<file path="config.mk">
export PLATFORM = sky130hd
export DESIGN_NAME = srff_bank_from_tff
export DESIGN_NICKNAME = d
export VERILOG_FILES = /design/src/rtl/ff_conv_pkg.sv /design/src/rtl/tff_cell.sv /design/src/rtl/srff_bank_from_tff.sv
export SDC_FILE = /design/constraint.sdc
export NUM_CORES = 1
export LEC_CHECK = 0
export ABC_CLOCK_PERIOD_IN_PS = 1800
export CORE_UTILIZATION = 42
export CTS_BUF_LIST = sky130_fd_sc_hd__clkbuf_8
export DETAILED_ROUTE_END_ITERATION = 8
export HOLD_SLACK_MARGIN = 0.15
export PLACE_DENSITY = 0.78
export SYNTH_ARGS = -nofsm -noshare
export SYNTH_HDL_FRONTEND = slang
export SYNTH_SLANG_ARGS = --single-unit
</file>
<file path="constraint.sdc">
create_clock -name clk -period 1.8 [get_ports clk]
set_input_delay 0.36 -clock clk [delete_from_list [all_inputs] [get_ports clk]]
set_output_delay 0.36 -clock clk [all_outputs]
set_load 0.1 [all_outputs]
</file>
<file path="src/rtl/ff_conv_pkg.sv">
// Shared flip-flop conversion helpers: S=R=1 resolution policies and the
// SR-to-T excitation function used by the TFF-based banks.
package ff_conv_pkg;

    localparam int POL_HOLD  = 0;
    localparam int POL_SET   = 1;
    localparam int POL_RESET = 2;

    typedef enum logic [1:0] {
        CMD_HOLD    = 2'b00,
        CMD_RESET   = 2'b01,
        CMD_SET     = 2'b10,
        CMD_ILLEGAL = 2'b11
    } sr_cmd_e;

    // T excitation that moves a TFF holding q to the SR-resolved next state.
    function automatic logic sr_to_t(input logic s, input logic r, input logic q, input int policy);
        logic t;
        t = 1'b0;
        case (sr_cmd_e'({s, r}))
            CMD_HOLD:    t = 1'b0;
            CMD_SET:     t = ~q;
            CMD_RESET:   t = q;
            CMD_ILLEGAL: begin
                if (policy == POL_SET) begin
                    t = ~q;
                end else if (policy == POL_RESET) begin
                    t = q;
                end else begin
                    t = 1'b0;
                end
            end
            default:     t = 1'b0;
        endcase
        return t;
    endfunction

endpackage

</file>
<file path="src/rtl/tff_cell.sv">
// Single T flip-flop primitive with asynchronous active-low reset to 0.
module tff_cell (
    input  logic clk,
    input  logic rst_n,
    input  logic t,
    output logic q
);

    logic q_q;
    logic q_d;

    always_comb begin
        q_d = q_q ^ t;
    end

    always_ff @(posedge clk or negedge rst_n) begin
        if (!rst_n) begin
            q_q <= 1'b0;
        end else begin
            q_q <= q_d;
        end
    end

    assign q = q_q;

endmodule

</file>
<file path="src/rtl/srff_bank_from_tff.sv">
// Bank of SR flip-flops realised on tff_cell primitives, with illegal-command
// flagging (pulse, sticky, per-bit mask) and a saturating toggle-activity counter.
module srff_bank_from_tff
    import ff_conv_pkg::*;
#(
    parameter int WIDTH          = 4,
    parameter int ILLEGAL_POLICY = 0,
    parameter int CNT_W          = 8
) (
    input  logic             clk,
    input  logic             rst_n,
    input  logic             en,
    input  logic [WIDTH-1:0] s,
    input  logic [WIDTH-1:0] r,
    input  logic             clr_err,
    output logic [WIDTH-1:0] q,
    output logic [WIDTH-1:0] t_dbg,
    output logic             illegal,
    output logic             illegal_sticky,
    output logic [WIDTH-1:0] illegal_mask,
    output logic [CNT_W-1:0] toggle_cnt
);

    if (ILLEGAL_POLICY < POL_HOLD || ILLEGAL_POLICY > POL_RESET) begin : g_bad_policy
        $error("srff_bank_from_tff: ILLEGAL_POLICY must be 0, 1 or 2");
    end

    logic [WIDTH-1:0] t_exc;
    logic [WIDTH-1:0] cmd_illegal;

    logic             illegal_q;
    logic             illegal_d;
    logic             sticky_q;
    logic             sticky_d;
    logic [WIDTH-1:0] mask_q;
    logic [WIDTH-1:0] mask_d;
    logic [CNT_W-1:0] cnt_q;
    logic [CNT_W-1:0] cnt_d;

    always_comb begin
        t_exc       = '0;
        cmd_illegal = '0;
        if (en) begin
            for (int i = 0; i < WIDTH; i++) begin
                t_exc[i] = sr_to_t(s[i], r[i], q[i], ILLEGAL_POLICY);
            end
            cmd_illegal = s & r;
        end
    end

    for (genvar g = 0; g < WIDTH; g++) begin : g_cell
        tff_cell u_cell (
            .clk   (clk),
            .rst_n (rst_n),
            .t     (t_exc[g]),
            .q     (q[g])
        );
    end

    // A fresh illegal command in the clearing cycle survives the clear.
    always_comb begin
        illegal_d = |cmd_illegal;
        mask_d    = (clr_err ? '0 : mask_q) | cmd_illegal;
        sticky_d  = |mask_d;
        cnt_d     = cnt_q;
        if ((|t_exc) && (cnt_q != {CNT_W{1'b1}})) begin
            cnt_d = cnt_q + {{(CNT_W-1){1'b0}}, 1'b1};
        end
    end

    always_ff @(posedge clk or negedge rst_n) begin
        if (!rst_n) begin
            illegal_q <= 1'b0;
            sticky_q  <= 1'b0;
            mask_q    <= '0;
            cnt_q     <= '0;
        end else begin
            illegal_q <= illegal_d;
            sticky_q  <= sticky_d;
            mask_q    <= mask_d;
            cnt_q     <= cnt_d;
        end
    end

    assign t_dbg          = t_exc;
    assign illegal        = illegal_q;
    assign illegal_sticky = sticky_q;
    assign illegal_mask   = mask_q;
    assign toggle_cnt     = cnt_q;

endmodule

</file>
# Word level (Yosys, flattened, before mapping)
# Index checks and enable logic that the tools add are counted.
# Widths: inputs -> output; s select.
dict set report op_classes {
  addsub 1
  eq_ne 13
  n_mux 7
  bitwise_logic 10
  n_reduce_logical 12
}
# op n
set ops {}
lappend ops {{$eq 2x2->1 const B} 8}
lappend ops {{$mux 4} 3}
lappend ops {{$pmux 1 s3} 4}
lappend ops {{$reduce_or 4->1} 3}
lappend ops {{$add 8x1->8 const B} 1}
lappend ops {{$eq 2x1->1 const B} 4}
lappend ops {{$logic_not 2->1} 4}
lappend ops {{$ne 8x8->1 const B} 1}
lappend ops {{$reduce_or 2->1} 4}
lappend ops {{$and 4x4->4} 1}
lappend ops {{$not 1->1} 4}
lappend ops {{$or 4x4->4} 1}
lappend ops {{$xor 1x1->1} 4}
lappend ops {{$logic_and 1x1->1} 1}
dict set report totals {
  ff_bits 18
  wordCells 51
}

# Longest topological paths before layout
dict set report logic_depth {
  ltp_word 6
  depth_mapped 6
}

# Modules after synthesis
# A second synthesis with hierarchy kept.
dict set report unflattened {
  hier_cells 83
  hier_area_um2 884.6
}
# mod instances cells_each area_per_inst_um2
set by_module_without_submodules {}
lappend by_module_without_submodules {srff_bank_from_tff 1 75 749.5}
lappend by_module_without_submodules {tff_cell 4 2 33.8}

# Worst setup path before layout
# Ideal clock, no wire load.
dict set report synth_timing {
  kind {flip-flop to flip-flop}
  from {register cnt_q[0] (netlist: toggle_cnt[0])}
  to {register cnt_q[1] (netlist: toggle_cnt[1])}
  setup_time_ns 0.126
  arrival_time_ns 1.840
  required_ns 1.674
  slack_ns -0.166
  stages_incl_launch_ff 5
  n_path_buf 0
  synth_period_minus_slack_ns 1.966
  path_cell_list {dfrtp_1 -> ha_1 -> nand3_1 -> o41a_1 -> mux2_2}
}
dict set report synth_between {
  elab_chain_len 2
  word_cells_on_any_way 3
  classes_between {add/sub (1); eq/ne (1); reduce/logical (1)}
}
# item line
set synth_lines {}
lappend synth_lines {{from (decl)} srff_bank_from_tff.sv:37} ;# logic [CNT_W-1:0] cnt_q;
lappend synth_lines {{from (signal assigned)} srff_bank_from_tff.sv:81} ;# cnt_q <= cnt_d;
lappend synth_lines {{branches (longest 2 deep; another with $add 8x1->8)} -}
# Several ways; the timed one is not identified.
# A chain may end at the register's enable or synchronous reset.

# Worst setup path after layout
dict set report layout_timing {
  from {register g_cell[2].u_cell.q_q}
  to {register cnt_q[4] (netlist: toggle_cnt[4])}
}
dict set report layout_between {
  elab_chain_len 5
}
# item line
set layout_lines {}
lappend layout_lines {{from (decl)} tff_cell.sv:9} ;# logic q_q;
lappend layout_lines {{from (signal assigned)} tff_cell.sv:20} ;# q_q <= q_d;
lappend layout_lines {{$not 1->1} ff_conv_pkg.sv:22} ;# CMD_SET: t = ~q;
lappend layout_lines {{$pmux 1 s3 *} ff_conv_pkg.sv:20} ;# case (sr_cmd_e'({s, r}))
lappend layout_lines {{$mux 4 *} srff_bank_from_tff.sv:43} ;# if (en) begin
lappend layout_lines {{$reduce_or 4->1 *} srff_bank_from_tff.sv:66} ;# if ((|t_exc) && (cnt_q != {CNT_W{1'b1}})) begin
lappend layout_lines {{$logic_and 1x1->1 *} srff_bank_from_tff.sv:66}
# Mark *: on every way between the ends. The rest lies on a longest branch, timed or not.

==> results by group <==
CTS
  – CTS root buf: clkbuf_8
  – # clock sinks: 18
  – Hold buffers post-CTS: 0
  – Clock transition at path regs: 0.07 ns
  – H-tree Lvls: 1
  – TritonCTS Buffers: 3
  – Clk_lat worst skew: 0.26 ns
  – CTS tree: done
  – Deepest clock path buffer count: 2

STA
  – Worst Skew: 0.00337 ns
  – RSZ-0062 raised after global routing: true
  – Max-slew headroom: 0.814
  – Crit path time final: 1.80 ns
  – Final setup violation count: 0
  – Final worst setup slack: 0.00120 ns
  – Total negative setup slack: 0 ns
  – Fin. Hold Viols: 0
  – Fin Hold WS: 0.427 ns
  – Worst-Margin Slew: 0.277 ns
  – Period utilization: 0.999
  – Fmax: 556 MHz
  – Fin. max-slew vios: 0

Placed design
  – RePlAce Congestion: 0.858
  – Post-DP HPWL: 2.02 mm
  – Pre-CTS setup slack: -0.586 ns
  – Quantity of I/O buffers inserted on ports: 33

Global route
  – Total track usage: 0.263
  – Number of global-route vias before repair: 951
  – Total global routing overflow: 0
  – Initial antenna violation count: 0
  – Largest net degree at the start of global routing: 19
  – First-pass GRT wire length: 4.72 mm

Logic synthesis
  – Post-synth top flop: dfrtp_1
  – Number of synthesized register bits: 18
  – Seq/Total Area, Yosys: 0.454
  – Largest family of logic cells by synthesized area: simple AND/OR/NAND/NOR gates
  – Syn. warnings: 0
  – Synth Area in Compound Gates: 0.146
  – Synth Instances: 100
  – Synth area leaders: dfrtp_1 (45%), buf_4 (6.1%), a21oi_1 (4.5%)
  – Synth area leader: dfrtp_1
  – Commonest cells in the netlist: dfrtp_1 (18), a21oi_1 (9), nand2_1 (9)
  – Post-synth EDFFs: 0
  – Simple-Gate Fraction of Synth Area: 0.206
  – Mapped Nets: 113
  – Mapped Avg Cell Area: 9.92 um^2
  – Mapped cell area: 992 um^2
  – XOR/XNOR Fraction of Synth Area: 0.0265
  – Synth cell types: 30
  – Post-Synth Adder-Cell Area: 0.0126
  – Ys async rst share: 1.00
  – Top-count cell post-synth: dfrtp_1
  – Synth top area share: 0.454
  – Mux share of post-synthesis cell area: 0.0492

Worst setup path
  – Reg-to-Reg Start: g_cell[2].u_cell.q
  – CP Class: reg2reg
  – CP peak stage delay: 0.58 ns
  – WP data required: 1.95 ns
  – R2R setup slack: 0.001 ns
  – Slowest CP cell: or4_4
  – Kind of capture point of the worst setup path: register
  – Worst Reg-to-Reg Cells: 5
  – R2r endpoint: toggle_cnt[4]
  – CP Launch Type: register
  – Crit path cell chain: nand4b_1 > o31ai_4 > or4_4 > and4_4 > mux2_4
  – Arrival time at the worst endpoint: 1.95 ns
  – Worst-path fanout max: 4

Run status
  – Status: completed

Final layout
  – Layout cells sized above 1: 0.480
  – Diode count: 0
  – Fill count: 132
  – Nets: 162
  – Area grow syn2layout: 79.9%
  – Core Util, Final: 0.807

Pwr
  – Tot Pwr: 0.00254 W
  – Pwr dens: 1420 nW/um^2
  – Worst VDD drop: 1.85 mV
  – Leakage power: 0.815 nW

Route
  – Met1 Routed Length: 1.13 mm
  – First-pass iteration count of the detailed router: 4
  – DRT iter0 DRCs: 16
  – Avg WL per Cell: 16.9 um
  – Vias/cell: 5.40
  – Metal3 WL: 117 um
  – Post-route ant nets: 0
  – WL final: 2.98 mm
  – Top Layer Used: met4
  – Wire length on met2: 1.67 mm
  – DRC viols: 0
  – Via Count: 950

Floorplanning
  – Die width: 50.6 um
  – Core area: 2210 um^2
  – # IOs: 34
  – Die ar.: 2560 um^2
  – Initial core utilization: 0.449
  – Die Height: 50.6 um
  – FP Rows: 17

Job
  – MaxCap Viol Count: 0

Hold path
  – Hold Crit Class: in2async
[registers in the layout, summed over array words and instances, names as in the netlist]
name / cells
g_cell.u_cell.q: 4
illegal: 1
illegal_mask: 4
illegal_sticky: 1
toggle_cnt: 8
[repair_timing]
action | 4_1_cts | 5_1_grt
setup endpoints to repair | 12 | 7
gates resized for setup | 18 | 4
pin swaps | 7 | 4
setup buffers | 2 | 0
[placed cells by master, fill, tap and decap left out, types with 2 or more instances in the layout]
cell	synthesis	routed
buf_12	0	23
buf_4	8	19
a21oi_1	9	9
dfrtp_1	18	9
dfrtp_2	0	9
inv_1	8	8
nand2_1	9	8
dlygate4sd2_1	0	8
nand3_1	5	5
o21ai_0	4	4
nor2_1	4	4
clkbuf_8	0	4
and3_1	3	3
nand4_1	3	3
nand2b_1	3	3
o31ai_4	0	2
o31ai_2	2	2
nand4b_1	2	2
a22oi_1	2	2
mux2_2	3	2
mux2_4	1	2
clkdlybuf4s50_1	0	2
[kinds of logic (layout without fill, tap and decap cells)]
family,count (synthesis),in the layout
adders and majority gates,1,1
xor gates and xnor gates,3,3
buffers and inverters,18,66
DFF,18,18
AOI/OAI and AO/OA,22,22
muxes,4,4
and+or+nand+nor,34,34
[cell type report]
| class | count | area (um^2) | area share |
|---|---|---|---|
| Timing Repair Buffer | 54 | 709 | 0.397 |
| Clock buffer | 4 | 55.1 | 0.0308 |
| Inverter | 8 | 30.0 | 0.0168 |
| Multi-Input combinational cell | 64 | 494 | 0.277 |
| Sequential cell | 18 | 462 | 0.259 |
| Tap cell | 28 | 35.0 | 0.0196 |
[stage by stage]
step | area (um^2) | cells
floorplan | 1000 | 100
global placement | 1670 | 170
detailed placement | 1670 | 170
CTS | 1770 | 176
global route | 1790 | 176
finish | 1790 | 176
[metal layers]
layer,up-vias,global-route usage
met5,-,0
li1,444,-
met2,34,0.489
met3,7,0.0515
met4,0,0.120
met1,465,0.281
[worst max-delay path, delay by kind of cell, from the launching register on]
kind               cells  cell delay (ns)
AOI/OAI and AO/OA      1             0.10
muxes                  1             0.29
and+or+nand+nor        3             0.89
DFF                    1             0.41
[power breakdown]
part | internal, W | total, W | switching (W) | leakage (nW)
combinational | 0.000571 | 0.00152 | 0.000948 | 0.571
sequential | 0.000513 | 0.000677 | 0.000164 | 0.215
clock | 0.000195 | 0.000339 | 0.000144 | 0.0288
total | 0.00128 | 0.00253 | 0.00126 | 0.815
[how the worst max path moves through the flow]
stage / from / endpoint / slack [ns]
3_3_place_gp: en / toggle_cnt[4] / -0.52
6_report: g_cell[2].u_cell.q / toggle_cnt[4] / 0.001
2_1_floorplan: en / toggle_cnt[4] / 0.02
3_5_place_dp: en / toggle_cnt[1] / -0.59
4_1_cts: g_cell[2].u_cell.q / toggle_cnt[6] / 0.009
5_1_grt: g_cell[2].u_cell.q / toggle_cnt[6] / -0.04
(Power assumes the default switching activity.)
